`src/rtl/br_resolve_stage_if.sv`:
```
// Branch-resolution stage bus: upstream branch request, flush, downstream
// handshake, resolved result and statistics counters.
interface br_resolve_stage_if #(
  parameter int XLEN  = 32,
  parameter int CNT_W = 16
);
  logic             i_flush;
  logic             i_valid;
  logic             o_ready;
  logic [2:0]       i_funct3;
  logic [XLEN-1:0]  i_rs1;
  logic [XLEN-1:0]  i_rs2;
  logic [XLEN-1:0]  i_pc;
  logic [XLEN-1:0]  i_imm;
  logic             i_pred_taken;
  logic             o_valid;
  logic             i_ready;
  logic             o_taken;
  logic             o_mispredict;
  logic [XLEN-1:0]  o_redirect_pc;
  logic             o_illegal;
  logic [CNT_W-1:0] o_cnt_branch;
  logic [CNT_W-1:0] o_cnt_mispredict;

  // Stage side: consumes the branch request, produces the result.
  modport slave (
    input  i_flush, i_valid, i_funct3, i_rs1, i_rs2, i_pc, i_imm,
           i_pred_taken, i_ready,
    output o_ready, o_valid, o_taken, o_mispredict, o_redirect_pc,
           o_illegal, o_cnt_branch, o_cnt_mispredict
  );

  // Environment side: drives requests and downstream ready.
  modport master (
    output i_flush, i_valid, i_funct3, i_rs1, i_rs2, i_pc, i_imm,
           i_pred_taken, i_ready,
    input  o_ready, o_valid, o_taken, o_mispredict, o_redirect_pc,
           o_illegal, o_cnt_branch, o_cnt_mispredict
  );
endinterface

```
`src/rtl/br_resolve_stage.sv`:
```
// EX-stage branch resolution: evaluates RV32I conditional branches, computes
// the correct next PC and mispredict flag, and holds the result in a single
// valid/ready output slot alongside saturating branch/mispredict counters.
module br_resolve_stage #(
  parameter int XLEN  = 32,
  parameter int CNT_W = 16
) (
  input  logic              i_clk,
  input  logic              i_rst_n,
  br_resolve_stage_if.slave bus
);

  localparam logic [2:0] F_BEQ  = 3'b000;
  localparam logic [2:0] F_BNE  = 3'b001;
  localparam logic [2:0] F_BLT  = 3'b100;
  localparam logic [2:0] F_BGE  = 3'b101;
  localparam logic [2:0] F_BLTU = 3'b110;
  localparam logic [2:0] F_BGEU = 3'b111;

  // Counter increment that sticks at all-ones instead of wrapping.
  function automatic logic [CNT_W-1:0] sat_inc(input logic [CNT_W-1:0] cnt,
                                                input logic             en);
    if (en && (cnt != {CNT_W{1'b1}}))
      return cnt + CNT_W'(1);
    return cnt;
  endfunction

  logic              accept_p0;
  logic              vld_p0;
  logic [XLEN:0]     diff_p0;
  logic              eq_p0;
  logic              lt_s_p0;
  logic              lt_u_p0;
  logic              taken_p0;
  logic              illegal_p0;
  logic              mispredict_p0;
  logic [XLEN-1:0]   target_p0;
  logic [XLEN-1:0]   fallthru_p0;
  logic [XLEN-1:0]   redirect_p0;
  logic signed [XLEN-1:0] rs1_s_p0;

  // ---- stage p0: handshake and combinational compare on the inputs ----
  assign bus.o_ready = !bus.o_valid || bus.i_ready;
  assign vld_p0      = bus.i_valid;
  assign accept_p0   = vld_p0 && bus.o_ready && !bus.i_flush;

  // rs1 + ~rs2 + 1 with a carry bit: carry-out set means rs1 >= rs2 unsigned.
  assign diff_p0  = {1'b0, bus.i_rs1} + {1'b0, ~bus.i_rs2} + {{XLEN{1'b0}}, 1'b1};
  assign rs1_s_p0 = $signed(bus.i_rs1);
  assign eq_p0    = (bus.i_rs1 == bus.i_rs2);
  assign lt_u_p0  = !diff_p0[XLEN];
  // With differing signs the negative operand is the smaller one; otherwise
  // the subtraction cannot overflow and its sign bit is the answer.
  assign lt_s_p0  = (bus.i_rs1[XLEN-1] != bus.i_rs2[XLEN-1]) ? rs1_s_p0[XLEN-1]
                                                             : diff_p0[XLEN-1];

  // Select the branch condition; 010/011 are not branches and never taken.
  always_comb begin
    taken_p0   = 1'b0;
    illegal_p0 = 1'b0;
    case (bus.i_funct3)
      F_BEQ:   taken_p0 = eq_p0;
      F_BNE:   taken_p0 = !eq_p0;
      F_BLT:   taken_p0 = lt_s_p0;
      F_BGE:   taken_p0 = !lt_s_p0;
      F_BLTU:  taken_p0 = lt_u_p0;
      F_BGEU:  taken_p0 = !lt_u_p0;
      default: illegal_p0 = 1'b1;
    endcase
  end

  // PC arithmetic wraps modulo 2^XLEN.
  assign target_p0     = bus.i_pc + bus.i_imm;
  assign fallthru_p0   = bus.i_pc + XLEN'(4);
  assign redirect_p0   = taken_p0 ? target_p0 : fallthru_p0;
  assign mispredict_p0 = (taken_p0 != bus.i_pred_taken) || illegal_p0;

  // ---- stage p1: output slot register and statistics counters ----
  // Flush beats accept; a drained slot with no new accept goes empty.
  always_ff @(posedge i_clk or negedge i_rst_n) begin
    if (!i_rst_n) begin
      bus.o_valid          <= 1'b0;
      bus.o_taken          <= 1'b0;
      bus.o_mispredict     <= 1'b0;
      bus.o_redirect_pc    <= '0;
      bus.o_illegal        <= 1'b0;
      bus.o_cnt_branch     <= '0;
      bus.o_cnt_mispredict <= '0;
    end else if (bus.i_flush) begin
      bus.o_valid <= 1'b0;
    end else if (accept_p0) begin
      bus.o_valid          <= 1'b1;
      bus.o_taken          <= taken_p0;
      bus.o_mispredict     <= mispredict_p0;
      bus.o_redirect_pc    <= redirect_p0;
      bus.o_illegal        <= illegal_p0;
      bus.o_cnt_branch     <= sat_inc(bus.o_cnt_branch, 1'b1);
      bus.o_cnt_mispredict <= sat_inc(bus.o_cnt_mispredict, mispredict_p0);
    end else if (bus.i_ready) begin
      bus.o_valid <= 1'b0;
    end
  end

endmodule

```
`src/flat_wrapper.sv`:
```
// flat-port wrapper written by rule: the top's interface ports become plain ports
module br_resolve_stage_flat 
#(
  parameter int XLEN  = 32,
  parameter int CNT_W = 16
)
  (i_clk, i_rst_n, bus_i_flush, bus_i_valid, bus_i_funct3, bus_i_rs1, bus_i_rs2, bus_i_pc, bus_i_imm, bus_i_pred_taken, bus_i_ready, bus_o_ready, bus_o_valid, bus_o_taken, bus_o_mispredict, bus_o_redirect_pc, bus_o_illegal, bus_o_cnt_branch, bus_o_cnt_mispredict);
  br_resolve_stage_if #(.XLEN(XLEN), .CNT_W(CNT_W)) bus_i ();
  input  logic i_clk;
  input  logic i_rst_n;
  input wire logic [$bits(bus_i.i_flush)-1:0] bus_i_flush;
  input wire logic [$bits(bus_i.i_valid)-1:0] bus_i_valid;
  input wire logic [$bits(bus_i.i_funct3)-1:0] bus_i_funct3;
  input wire logic [$bits(bus_i.i_rs1)-1:0] bus_i_rs1;
  input wire logic [$bits(bus_i.i_rs2)-1:0] bus_i_rs2;
  input wire logic [$bits(bus_i.i_pc)-1:0] bus_i_pc;
  input wire logic [$bits(bus_i.i_imm)-1:0] bus_i_imm;
  input wire logic [$bits(bus_i.i_pred_taken)-1:0] bus_i_pred_taken;
  input wire logic [$bits(bus_i.i_ready)-1:0] bus_i_ready;
  output wire logic [$bits(bus_i.o_ready)-1:0] bus_o_ready;
  output wire logic [$bits(bus_i.o_valid)-1:0] bus_o_valid;
  output wire logic [$bits(bus_i.o_taken)-1:0] bus_o_taken;
  output wire logic [$bits(bus_i.o_mispredict)-1:0] bus_o_mispredict;
  output wire logic [$bits(bus_i.o_redirect_pc)-1:0] bus_o_redirect_pc;
  output wire logic [$bits(bus_i.o_illegal)-1:0] bus_o_illegal;
  output wire logic [$bits(bus_i.o_cnt_branch)-1:0] bus_o_cnt_branch;
  output wire logic [$bits(bus_i.o_cnt_mispredict)-1:0] bus_o_cnt_mispredict;
  assign bus_i.i_flush = bus_i_flush;
  assign bus_i.i_valid = bus_i_valid;
  assign bus_i.i_funct3 = bus_i_funct3;
  assign bus_i.i_rs1 = bus_i_rs1;
  assign bus_i.i_rs2 = bus_i_rs2;
  assign bus_i.i_pc = bus_i_pc;
  assign bus_i.i_imm = bus_i_imm;
  assign bus_i.i_pred_taken = bus_i_pred_taken;
  assign bus_i.i_ready = bus_i_ready;
  assign bus_o_ready = bus_i.o_ready;
  assign bus_o_valid = bus_i.o_valid;
  assign bus_o_taken = bus_i.o_taken;
  assign bus_o_mispredict = bus_i.o_mispredict;
  assign bus_o_redirect_pc = bus_i.o_redirect_pc;
  assign bus_o_illegal = bus_i.o_illegal;
  assign bus_o_cnt_branch = bus_i.o_cnt_branch;
  assign bus_o_cnt_mispredict = bus_i.o_cnt_mispredict;
  br_resolve_stage #(.XLEN(XLEN), .CNT_W(CNT_W)) u_core (.i_clk(i_clk), .i_rst_n(i_rst_n), .bus(bus_i));
endmodule
```
`config.mk`:
```
export PLATFORM = sky130hd
export DESIGN_NAME = br_resolve_stage_flat
export DESIGN_NICKNAME = d
export VERILOG_FILES = /design/src/rtl/br_resolve_stage_if.sv /design/src/rtl/br_resolve_stage.sv /design/src/flat_wrapper.sv
export SDC_FILE = /design/constraint.sdc
export NUM_CORES = 1
export LEC_CHECK = 0
export CAP_MARGIN = 0
export CORE_MARGIN = 8
export CORE_UTILIZATION = 41
export CTS_CLUSTER_DIAMETER = 80
export CTS_CLUSTER_SIZE = 40
export DETAILED_ROUTE_END_ITERATION = 10
export DONT_BUFFER_PORTS = 1
export PLACE_DENSITY = 0.64
export SLEW_MARGIN = 30
export SYNTH_ARGS = -nofsm -noshare
export SYNTH_HDL_FRONTEND = slang
export SYNTH_SLANG_ARGS = --single-unit
```
`constraint.sdc`:
```
create_clock -name i_clk -period 5.7 [get_ports i_clk]
set_clock_uncertainty 0.15 [all_clocks]
set_input_delay 1.71 -clock i_clk [delete_from_list [all_inputs] [get_ports i_clk]]
set_output_delay 1.71 -clock i_clk [all_outputs]
set_load 0.02 [all_outputs]
```
=== Yosys cells after proc, flatten, opt, wreduce, memory -nomap -nowiden ===
Cells that the tools add are included.

* Memory bits (writable): 0
* Memories kept: 0
* Input bits: 137
* Register bits: 68
* Logic and storage cells: 56
* Bits in read-only memories: 0
* Bits in latches: 0
* Output and inout port bits: 69

* Divide/modulo/power cells: 0
* $mul: 0
* Bitwise logic cells: 2
* Magnitude comparators: 0
* Reductions and logical operators: 16
* Mux-type cells: 15
* Add/sub/neg operators: 6
* Equal/unequal tests: 10
* Shift operators: 0

{| class="wikitable"
|+ Operator list
! cell !! number
|-
| $add A32 B32 Y33 || 1
|-
| $add A33 B1 Y33 const B || 1
|-
| $add A16 B1 Y16 const B || 2
|-
| $add A32 B3 Y32 const B || 1
|-
| $add A32 B32 Y32 || 1
|-
| $eq A32 B32 Y1 || 1
|-
| $mux W16 || 2
|-
| $mux W32 || 1
|-
| $ne A16 B16 Y1 const B || 2
|-
| $not A32 Y32 || 1
|-
| $eq A3 B3 Y1 const B || 4
|-
| $mux W1 || 11
|-
| $pmux W1 S6 || 1
|-
| $reduce_and A3 Y1 || 2
|-
| $reduce_or A6 Y1 || 1
|-
| $logic_not A1 Y1 || 5
|-
| $eq A3 B1 Y1 const B || 1
|-
| $logic_and A1 B1 Y1 || 3
|-
| $logic_not A3 Y1 || 1
|-
| $reduce_bool A3 Y1 || 1
|-
| $logic_or A1 B1 Y1 || 2
|-
| $ne A1 B1 Y1 || 2
|-
| $reduce_and A2 Y1 || 1
|-
| $not A1 Y1 || 1
|}

=== Longest topological paths before layout ===
Gate-level depths: netlist (run 1).

* Word-level depth: 13
* Depth in mapped cells: 21
* Depth with buffers taken out: 20

=== Least setup slack after synthesis (run 1) ===
OpenSTA, ideal clock, no wires.

* Kind: input port to flip-flop
* Start point: input bus_i_rs2[1]
* End point: register u_core.bus.o_cnt_mispredict[1] in the netlist's numbering
* Setup slack: 0.577 ns
* Path buffers: 0
* Arrival time: 4.846 ns
* Required time: 5.422 ns
* Setup time: 0.128 ns
* Stages on the path: 20
* Cell sequence: inv_1 -> ha_1 -> nor2b_1 -> o211ai_1 -> a21oi_1 -> o21a_1 -> o21ai_0 -> nand2b_1 -> a21oi_1 -> o221ai_1 -> a31oi_1 -> fa_1 -> and2_1 -> a41oi_1 -> mux2_4 -> a21oi_1 -> nand3_1 -> a21oi_4 -> nor2_1 -> mux2_1

* Longest elaborated chain between the ends: 13
* Elaborated cells between the ends (all ways): 16
* Classes of those cells: add/sub (2); eq/ne (2); mux (5); bitwise (1); reduce/logical (6)

{| class="wikitable"
|+ Ends and longest elaborated chain
! item !! RTL line !! RTL
|-
| start, declared || flat_wrapper.sv:15 || <nowiki>input wire logic [$bits(bus_i.i_rs2)-1:0] bus_i_rs2;</nowiki>
|-
| $not A32 Y32 || br_resolve_stage.sv:48 || <nowiki>assign diff_p0 = {1'b0, bus.i_rs1} + {1'b0, ~bus.i_rs2} + {{XLEN{1'b0}}, 1'b1};</nowiki>
|-
| $add A32 B32 Y33 || br_resolve_stage.sv:48 ||
|-
| $add A33 B1 Y33 || br_resolve_stage.sv:48 ||
|-
| $mux W1 || br_resolve_stage.sv:54 || <nowiki>assign lt_s_p0 = (bus.i_rs1[XLEN-1] != bus.i_rs2[XLEN-1]) ? rs1_s_p0[XLEN-1]</nowiki>
|-
| $logic_not A1 Y1 || br_resolve_stage.sv:65 || <nowiki>F_BGE: taken_p0 = !lt_s_p0;</nowiki>
|-
| $pmux W1 S6 * || br_resolve_stage.sv:61 || <nowiki>case (bus.i_funct3)</nowiki>
|-
| $ne A1 B1 Y1 * || br_resolve_stage.sv:76 || <nowiki>assign mispredict_p0 = (taken_p0 != bus.i_pred_taken) || illegal_p0;</nowiki>
|-
| $logic_or A1 B1 Y1 * || br_resolve_stage.sv:76 ||
|-
| $logic_and A1 B1 Y1 * || br_resolve_stage.sv:23 || <nowiki>if (en && (cnt != {CNT_W{1'b1}}))</nowiki>
|-
| $mux W1 * || br_resolve_stage.sv:23 ||
|-
| $mux W1 * || br_resolve_stage.sv:91 || <nowiki>end else if (accept_p0) begin</nowiki>
|-
| $mux W1 * || br_resolve_stage.sv:89 || <nowiki>end else if (bus.i_flush) begin</nowiki>
|-
| $reduce_and A3 Y1 (no line) * || n/a ||
|-
| end signal, assigned || br_resolve_stage.sv:98 || <nowiki>bus.o_cnt_mispredict <= sat_inc(bus.o_cnt_mispredict, mispredict_p0);</nowiki>
|-
| end, declared || br_resolve_stage_if.sv:30 || <nowiki>o_illegal, o_cnt_branch, o_cnt_mispredict</nowiki>
|}

Mark *: on every way between the ends. The rest lies on a longest branch, timed or not. The select of a mux whose other input is x is not followed.
A chain may end at the register's enable or synchronous reset.

=== Final worst setup path (run 1) ===
* Start point: input bus_i_rs2[1]
* End point: register u_core.bus.o_cnt_mispredict[5] in the netlist's numbering

The elaborated chain is that of the path after synthesis.

==> metrics list, run 1 <==
- Number of buffers and inverters on the critical path: 2
* Initial Utilization: 41.5%
* Via count of the first global-routing pass: 5,118
- Most frequent cell after synthesis: sky130_fd_sc_hd__nand2_1
- Result of the run: complete, no violations
- The longest clock path from root to sink contains 2 buffers.
- For the final routed database, the setup TNS stands at 0 ns.
- In this run the biggest area consumer among cell types represents 27.3% of the synthesized area.
- For this run, design rule violations remaining after detail routing come to 0.
* Min setup slack post-route: 0.581 ns
* Worst slack, placed: 0.242 ns
- In the global route stage, overall resource usage came out at 17.2%.
- In this run the horizontal extent of the chip is 139 µm.
* Core Rows: 45
- In this run the vertical extent of the chip is 139 µm.
- Number of max-cap violations: 0
- TritonCTS built the clock tree.
- At the later pin of the worst-skew pair, clock insertion delay measures 0.34 ns.
- Minimum period implied by the final worst setup slack: 5.12 ns
* Antenna Diode Count: 0
- The first routing iteration left 172 violations.
- The number of cells on the worst reg-to-reg path is 9.
- The synthesized design contains 0 enable-type register cells.
* Area overhead of the layout relative to synthesis: 8.31%
* Wire length of the first global-routing pass: 27,000 µm
- The total area inside the core boundary comes to 15,000 µm².
- Worst IR Drop VDD: 0.000154 V
- After global routing the overflow that remains totals 0.
- Largest family of logic cells by synthesized area: simple AND/OR/NAND/NOR gates
- The Yosys step of the flow raised 0 warnings.
- Number of vias per cell: 5.62
* Most Frequent Cell on Critical Path: sky130_fd_sc_hd__a21oi_1
- After clock tree synthesis, the flow added hold-fix buffers numbering 0.
- For this run, the post-layout net count is 957.
- The floorplan step defined a die boundary enclosing 19,400 µm².
- Buffers inserted during clock tree synthesis total 9.
- Dividing the detail-routed wire length by the instance count gives 18.1 µm.
* Top post-synthesis cells by count: 79 x sky130_fd_sc_hd__nand2_1, 68 x sky130_fd_sc_hd__dfrtp_1, 66 x sky130_fd_sc_hd__ha_1
- Family of cells with the greatest summed delay on the critical path: compound AO/OA/AOI/OAI gates
* Hold Path Depth: 1
* Flip-flop and latch count after synthesis: 68
- Clock-pin slew reported for the worst setup and hold paths after clock tree synthesis: 0.06 ns
- Critical path depth in cells: 20
* Power density over cell area: 268 nW/µm²
- The number of different library cells used by synthesis comes to 65.
* Setup repair after global routing missed its margin: false
* Biggest area contributors in the synthesized netlist: sky130_fd_sc_hd__dfrtp_1 27%, sky130_fd_sc_hd__ha_1 13%, sky130_fd_sc_hd__xor2_1 5.3%, sky130_fd_sc_hd__xnor2_1 5.2%, sky130_fd_sc_hd__nand2_1 4.8%
- The number of setup buffers added after CTS is 0.
- After clock tree synthesis, the repair step resized 0 gates.
- Detail Route Antenna Nets: 0
- Hpwl dp: 13,900 µm
- Final setup vio count: 0
- For this run, the slowest stage of the critical path takes 0.39 ns.
- Top-level I/O count: 206
- Xor/xnor cell area share of the yosys netlist: 10.5%
* Final weighted congestion in routability-driven placement: 0.893
- Avg Inst Size Synth: 8.29 µm²
* Critical path fanouts, max: 12
- The synthesized netlist devotes 22.3% of its cell area to simple gates.
- Of the post-synthesis cell area, the part taken by muxes is 2.25%.
- Critical Path End Type: flip-flop
- Number of antenna violations at the first check in global routing: 0
* Start-to-end type of the worst setup path: in2reg
* Hold Fails Final Rpt: 0
* Max-slew violations: 0
- Final period util: 89.8%
- Final worst hold slack: 0.476 ns
- Layout cells sized above 1: 5.55%
* Number of nets produced by synthesis: 957
- For this run, the register share of the synthesized area comes to 27.3%.
* Asr flop ratio synth: 100%
- Summed over all cells, the static leakage comes to 3.14 nW.
* Synthesized area: 6230 µm²
* Leading register cell type out of synthesis: sky130_fd_sc_hd__dfrtp_1
* Post-Synth Adder-Cell Area: 13.9%
* Total number of vias: 5,315
- Series of cell instances along the critical path: inv_1 -> ha_1 -> nor2b_1 -> o211ai_1 -> a21oi_1 -> o21a_1 -> o21ai_0 -> nand2b_1 -> a21oi_1 -> o221ai_1 -> a31oi_1 -> fa_1 -> and2_1 -> a41oi_1 -> mux2_4 -> nor2_1 -> a21oi_4 -> buf_4 -> nor4_1 -> xor2_1
* Worst hold-check path type: reg2reg
- Cells fill 44.9% of the core in the end.
- Critical path required time: 5.81 ns
- Max frequency: 195 MHz
- The tree is rooted in a sky130_fd_sc_hd__clkbuf_16.
- Share of the synthesized area in compound gates (AO/OA/AOI/OAI): 19.5%
* Number of buffer cells added on primary ports: 0
* Least-Margin Pin Slew: 0.700 ns
* Worst slew margin: 52.9%
* Most area-hungry cell type in the Yosys netlist: sky130_fd_sc_hd__dfrtp_1
* Number of clock sinks: 68
- H-tree levels: 3
- STA classifies the critical path startpoint as a primary input.
- Slowest cell on the critical path: sky130_fd_sc_hd__nor4_1
- Pin count of the biggest net entering global routing: 69
- Post-detailed-routing wire length: 17,100 µm
- Cell count after synthesis: 752
- For this run, the detailed router's first-pass iteration total came to 5.
* Crit path DAT: 5.23 ns
layout by cell type (no fill, tap or decap), types with 6 or more instances in the layout:
cell and instances:
sky130_fd_sc_hd__a211oi_1 8, sky130_fd_sc_hd__a21o_1 17, sky130_fd_sc_hd__a21oi_1 49, sky130_fd_sc_hd__a31oi_1 7
sky130_fd_sc_hd__and2_1 7, sky130_fd_sc_hd__and3_1 10, sky130_fd_sc_hd__clkbuf_16 9, sky130_fd_sc_hd__dfrtp_1 68
sky130_fd_sc_hd__ha_1 66, sky130_fd_sc_hd__inv_1 50, sky130_fd_sc_hd__mux2i_1 8, sky130_fd_sc_hd__nand2_1 79
sky130_fd_sc_hd__nand2b_1 7, sky130_fd_sc_hd__nand3_1 42, sky130_fd_sc_hd__nand4_1 15, sky130_fd_sc_hd__nor2_1 51
sky130_fd_sc_hd__nor2b_1 10, sky130_fd_sc_hd__nor3_1 24, sky130_fd_sc_hd__nor4_1 6, sky130_fd_sc_hd__o21a_1 12
sky130_fd_sc_hd__o21ai_0 40, sky130_fd_sc_hd__o21ai_1 10, sky130_fd_sc_hd__or3_1 7, sky130_fd_sc_hd__xnor2_1 37
sky130_fd_sc_hd__xor2_1 38
per-layer routing:
layer,up-vias,wire length (µm),global-route usage [%]
li1,2714,-,-
met5,-,0,0
met1,2435,7320,20.5
met2,147,8180,28.9
met3,19,1260,5.47
met4,0,309,5.43
worst paths after layout:
path	slack (ns)	to	from
setup / recovery	0.58	u_core.bus.o_cnt_mispredict[5]	bus_i_rs2[1]
hold / removal	0.48	u_core.bus.o_cnt_mispredict[10]	u_core.bus.o_cnt_mispredict[10]
setup reg to reg	2.86	u_core.bus.o_cnt_mispredict[1]	u_core.bus.o_cnt_mispredict[2]
hold reg to reg	0.48	u_core.bus.o_cnt_mispredict[10]	u_core.bus.o_cnt_mispredict[10]
max in group asynchronous	4.35	u_core.bus.o_redirect_pc[16]	i_rst_n
min in group asynchronous	0.91	u_core.bus.o_cnt_branch[6]	i_rst_n
sequential cells by signal, summed over array words and instances (netlist names):
name / flops
u_core.bus.o_cnt_branch: 16
u_core.bus.o_cnt_mispredict: 16
u_core.bus.o_illegal: 1
u_core.bus.o_mispredict: 1
u_core.bus.o_redirect_pc: 32
u_core.bus.o_taken: 1
u_core.bus.o_valid: 1
kinds of logic (layout without fill, tap and decap cells):
| logic type | Yosys count | after routing |
|---|---|---|
| AOI/OAI and AO/OA | 185 | 185 |
| xor gates and xnor gates | 75 | 75 |
| adders and majority gates | 68 | 68 |
| buffers and inverters | 65 | 70 |
| DFF | 68 | 68 |
| muxes | 13 | 13 |
| and+or+nand+nor | 278 | 278 |
layout make-up:
cell class	count	area, µm²
clock buffers	9	225
clock inverters	7	82.6
fillers	1490	8280
inverters	50	188
multi-input cells	619	4280
flip-flops and latches	68	1700
well taps	188	235
repair buffers	4	42.5
stage by stage:
stage          power [mW]  cells  area, µm²
2_1_floorplan        1.12    752       6230
3_3_place_gp         1.24    929       6440
3_5_place_dp         1.24    929       6440
4_1_cts              1.84    945       6750
5_1_grt              1.93    945       6750
6_report             1.81    945       6750
where the power goes:
group	leakage [nW]	internal (mW)	switching (mW)	total, mW
logic	2.12	0.198	0.241	0.440
registers	0.875	0.567	0.225	0.792
clock network	0.145	0.345	0.234	0.580
Note: power is estimated with default switching activity, not from simulation.
==> run 2, diff against run 1 <==
CORE_MARGIN = default   (was 8)
==> run 2 against run 1 <==
Compared with the run above: the run now ends with DRC left; critical endpoint is now u_core.bus.o_redirect_pc[30]; largest power group unchanged; clock power decreased by 1%; highest routed layer unchanged; count of clock-buffer cells in the layout increased by 1; final cell count decreased by 0.42%; final area about the same.
==> metrics list, run 2 (synthesis results as in run 1) <==
- The number of setup buffers added after CTS is 0.
- Total power consumption of the routed design: 1.80 mW
- The die is 125 µm tall.
- Leaving out fill and tap cells, the most frequent cells in the layout are 79 x sky130_fd_sc_hd__nand2_1, 68 x sky130_fd_sc_hd__dfrtp_1, 66 x sky130_fd_sc_hd__ha_1.
- Number of buffer cells added on primary ports: 0
* Worst slew margin: 57.1%
* Hold-fix buffers, CTS: 0
- Crit path DAT: 5.15 ns
- Min setup slack post-route: 0.606 ns
- Slowest cell on the critical path: sky130_fd_sc_hd__fa_1
* DIE AREA: 15,700 µm²
* Number of max-cap violations: 0
- Number of antenna violations at the first check in global routing: 0
- Post-placement cell area: 6440 µm²
* Routed len/inst: 16.5 µm
- The flow ran to the end, but the final reports show violations.
- Number of buffers and inverters on the critical path: 2
* Kind of start point of the critical path: primary input
- Final period util: 89.4%
* Critical path required time: 5.75 ns
- Max-slew violations: 0
- Measured in cells, the most critical reg-to-reg path has a length of 9.
* Post-cts sizing count: 0
* R2R setup slack: 2.86 ns
- Family of cells with the greatest summed delay on the critical path: compound AO/OA/AOI/OAI gates
* Horizontal die dimension: 125 µm
* Via count of the first global-routing pass: 4,847
* Total number of vias: 5,278
- After clock tree synthesis, the clock-pin slew on the worst setup and hold paths is 0.06 ns.
* Number of vias per cell: 5.61
* Worst slack, placed: 0.300 ns
- Power spread over the standard cell area amounts to 267 nW/µm².
* Worst Min Path Start: u_core.bus.o_cnt_mispredict[7]
- In the final layout, the share of cells above drive strength 1 is 5.55%.
- Wire length of the first global-routing pass: 25,000 µm
* Initial Utilization: 42.4%
* Leak pwr: 3.15 nW
- The number of failing hold endpoints at the final stage is 0.
* DR pass1 iterations: 7
* Design Area, Final: 6750 µm²
- The area growth from synthesis to layout is 8.27%.
* Largest reg by FF count: u_core.bus.o_redirect_pc
- Least-Margin Pin Slew: 0.638 ns
* GRT Util Overall: 19.7%
- By instance count, the cell type seen most on the critical path is sky130_fd_sc_hd__a21oi_1.
- Leading cell type in the layout, fill and taps excluded: sky130_fd_sc_hd__nand2_1
- The clock passes through at most 2 buffers.
* R2r startpoint: u_core.bus.o_cnt_mispredict[2]
- Tracing the worst setup path back leads to its startpoint at bus_i_rs2[1].
* Clk Tree Root Cell: sky130_fd_sc_hd__clkbuf_16
* H-tree levels: 3
- Timing would allow up to 196 MHz.
- Placed insts: 925
* Top-level I/O count: 206
* Minimum period implied by the final worst setup slack: 5.09 ns
- Number of flip-flops in the largest register: 32
- Setup total negative slack on the finished layout was measured at 0 ns.
- Post-detailed-routing wire length: 15,500 µm
- Core Rows: 44
* Slowest cell delay on critical path: 0.35 ns
- Number of violations reported at the end of detailed-routing iteration 0: 420
- Detail Route Antenna Nets: 0
* Clock tree from TritonCTS: done
* Violations in the final reports: DRC
* Critical Path End Type: flip-flop
* Number of remaining DRC errors: 16
- Clock latency at the later pin of the worst-skew pair: 0.32 ns
- The repair_antennas step left the layout with diodes totalling 0.
- Clock tree synthesis found a total of 68 sinks.
- In this run the critical register-to-register path is captured at u_core.bus.o_cnt_mispredict[1].
* Non-filler cells in the finished layout: 941
* Total grt overflow: 0
- In this run the standard cell core region covers 14,700 µm².
- Of all nets on the critical path, the largest fanout is 55.
- Critical path depth in cells: 20
- Hpwl dp: 12,400 µm
- Setup repair after global routing missed its margin: false
- In this run the worst setup path terminates at u_core.bus.o_redirect_pc[30].
- Worst IR Drop VDD: 0.000143 V
- Regs by FF count: u_core.bus.o_redirect_pc: 32 flops, u_core.bus.o_cnt_branch: 16 flops, u_core.bus.o_cnt_mispredict: 16 flops
* Final weighted congestion in routability-driven placement: 0.882
- Number of buffers created by CTS: 9
* Series of cell instances along the critical path: inv_1 -> ha_1 -> nor2b_1 -> o211ai_1 -> a21oi_1 -> o21a_1 -> o21ai_0 -> nand2b_1 -> a21oi_1 -> o221ai_1 -> a31oi_1 -> fa_1 -> and2_1 -> a41oi_1 -> mux2_4 -> nor3_4 -> buf_12 -> or3_1 -> a21oi_1 -> a221o_1
* Start-to-end type of the worst setup path: in2reg
* Final nets: 957
- Setup violations remaining at the end of the flow were counted as 0.
- Entering global routing, the biggest net connects 69 pins.
- The path class of the tightest hold or removal check is reg2reg.
[run 2: worst min path at each step]
stage                                          end  slack (ns)  cells past startpoint
floorplan              u_core.bus.o_redirect_pc[6]        0.43                      2
global placement    u_core.bus.o_cnt_mispredict[7]        0.46                      1
detailed placement  u_core.bus.o_cnt_mispredict[7]        0.46                      1
CTS                 u_core.bus.o_cnt_mispredict[7]        0.47                      1
global route           u_core.bus.o_redirect_pc[3]        0.50                      2
finish              u_core.bus.o_cnt_mispredict[7]        0.47                      1
[run 2: stage by stage]
stage               utilization, %  hold WS, ns
finish                        45.9        0.472
global route                  45.9        0.500
CTS                           45.9        0.469
detailed placement            43.8        0.461
global placement              43.8        0.456
floorplan                        -        0.433
[run 2: layer usage]
layer | track usage (%) | part of all wire, % | up-vias
met5 | 0 | 0 | -
met4 | 4.30 | 0.80 | 0
li1 | - | - | 2709
met3 | 4.02 | 5.4 | 6
met1 | 26.8 | 48 | 2432
met2 | 32.3 | 46 | 131
[run 2: power by group]
group	switching, mW	internal (mW)	leakage [nW]
logic	0.243	0.199	2.12
clock network	0.220	0.354	0.145
registers	0.220	0.568	0.875
total	0.683	1.12	3.15
[run 2: worst register-to-register path: stages, from the launching register on]
cell and delay [ns]:
sky130_fd_sc_hd__dfrtp_1 0.51, sky130_fd_sc_hd__and4_1 0.28, sky130_fd_sc_hd__and3_1 0.20, sky130_fd_sc_hd__and4_1 0.24
sky130_fd_sc_hd__and3_1 0.22, sky130_fd_sc_hd__and3_1 0.20, sky130_fd_sc_hd__nand3_1 0.10, sky130_fd_sc_hd__nand2_1 0.23
sky130_fd_sc_hd__nor2_1 0.25, sky130_fd_sc_hd__mux2_1 0.34
[run 2: layout make-up]
cell class | instances | area (µm²)
well taps | 184 | 230
repair buffers | 4 | 42.5
multi-input cells | 619 | 4280
inverters | 50 | 188
fillers | 1475 | 7950
flip-flops and latches | 68 | 1700
clock buffers | 10 | 239
clock inverters | 6 | 71.3
==> run 3, diff against run 2 <==
ABC_CLOCK_PERIOD_IN_PS = 5700   (was default)
CTS_CLUSTER_DIAMETER = 200   (was 80)
==> results of run 3 <==
No change in the layout: final DEF, timing and power equal those of run 2.
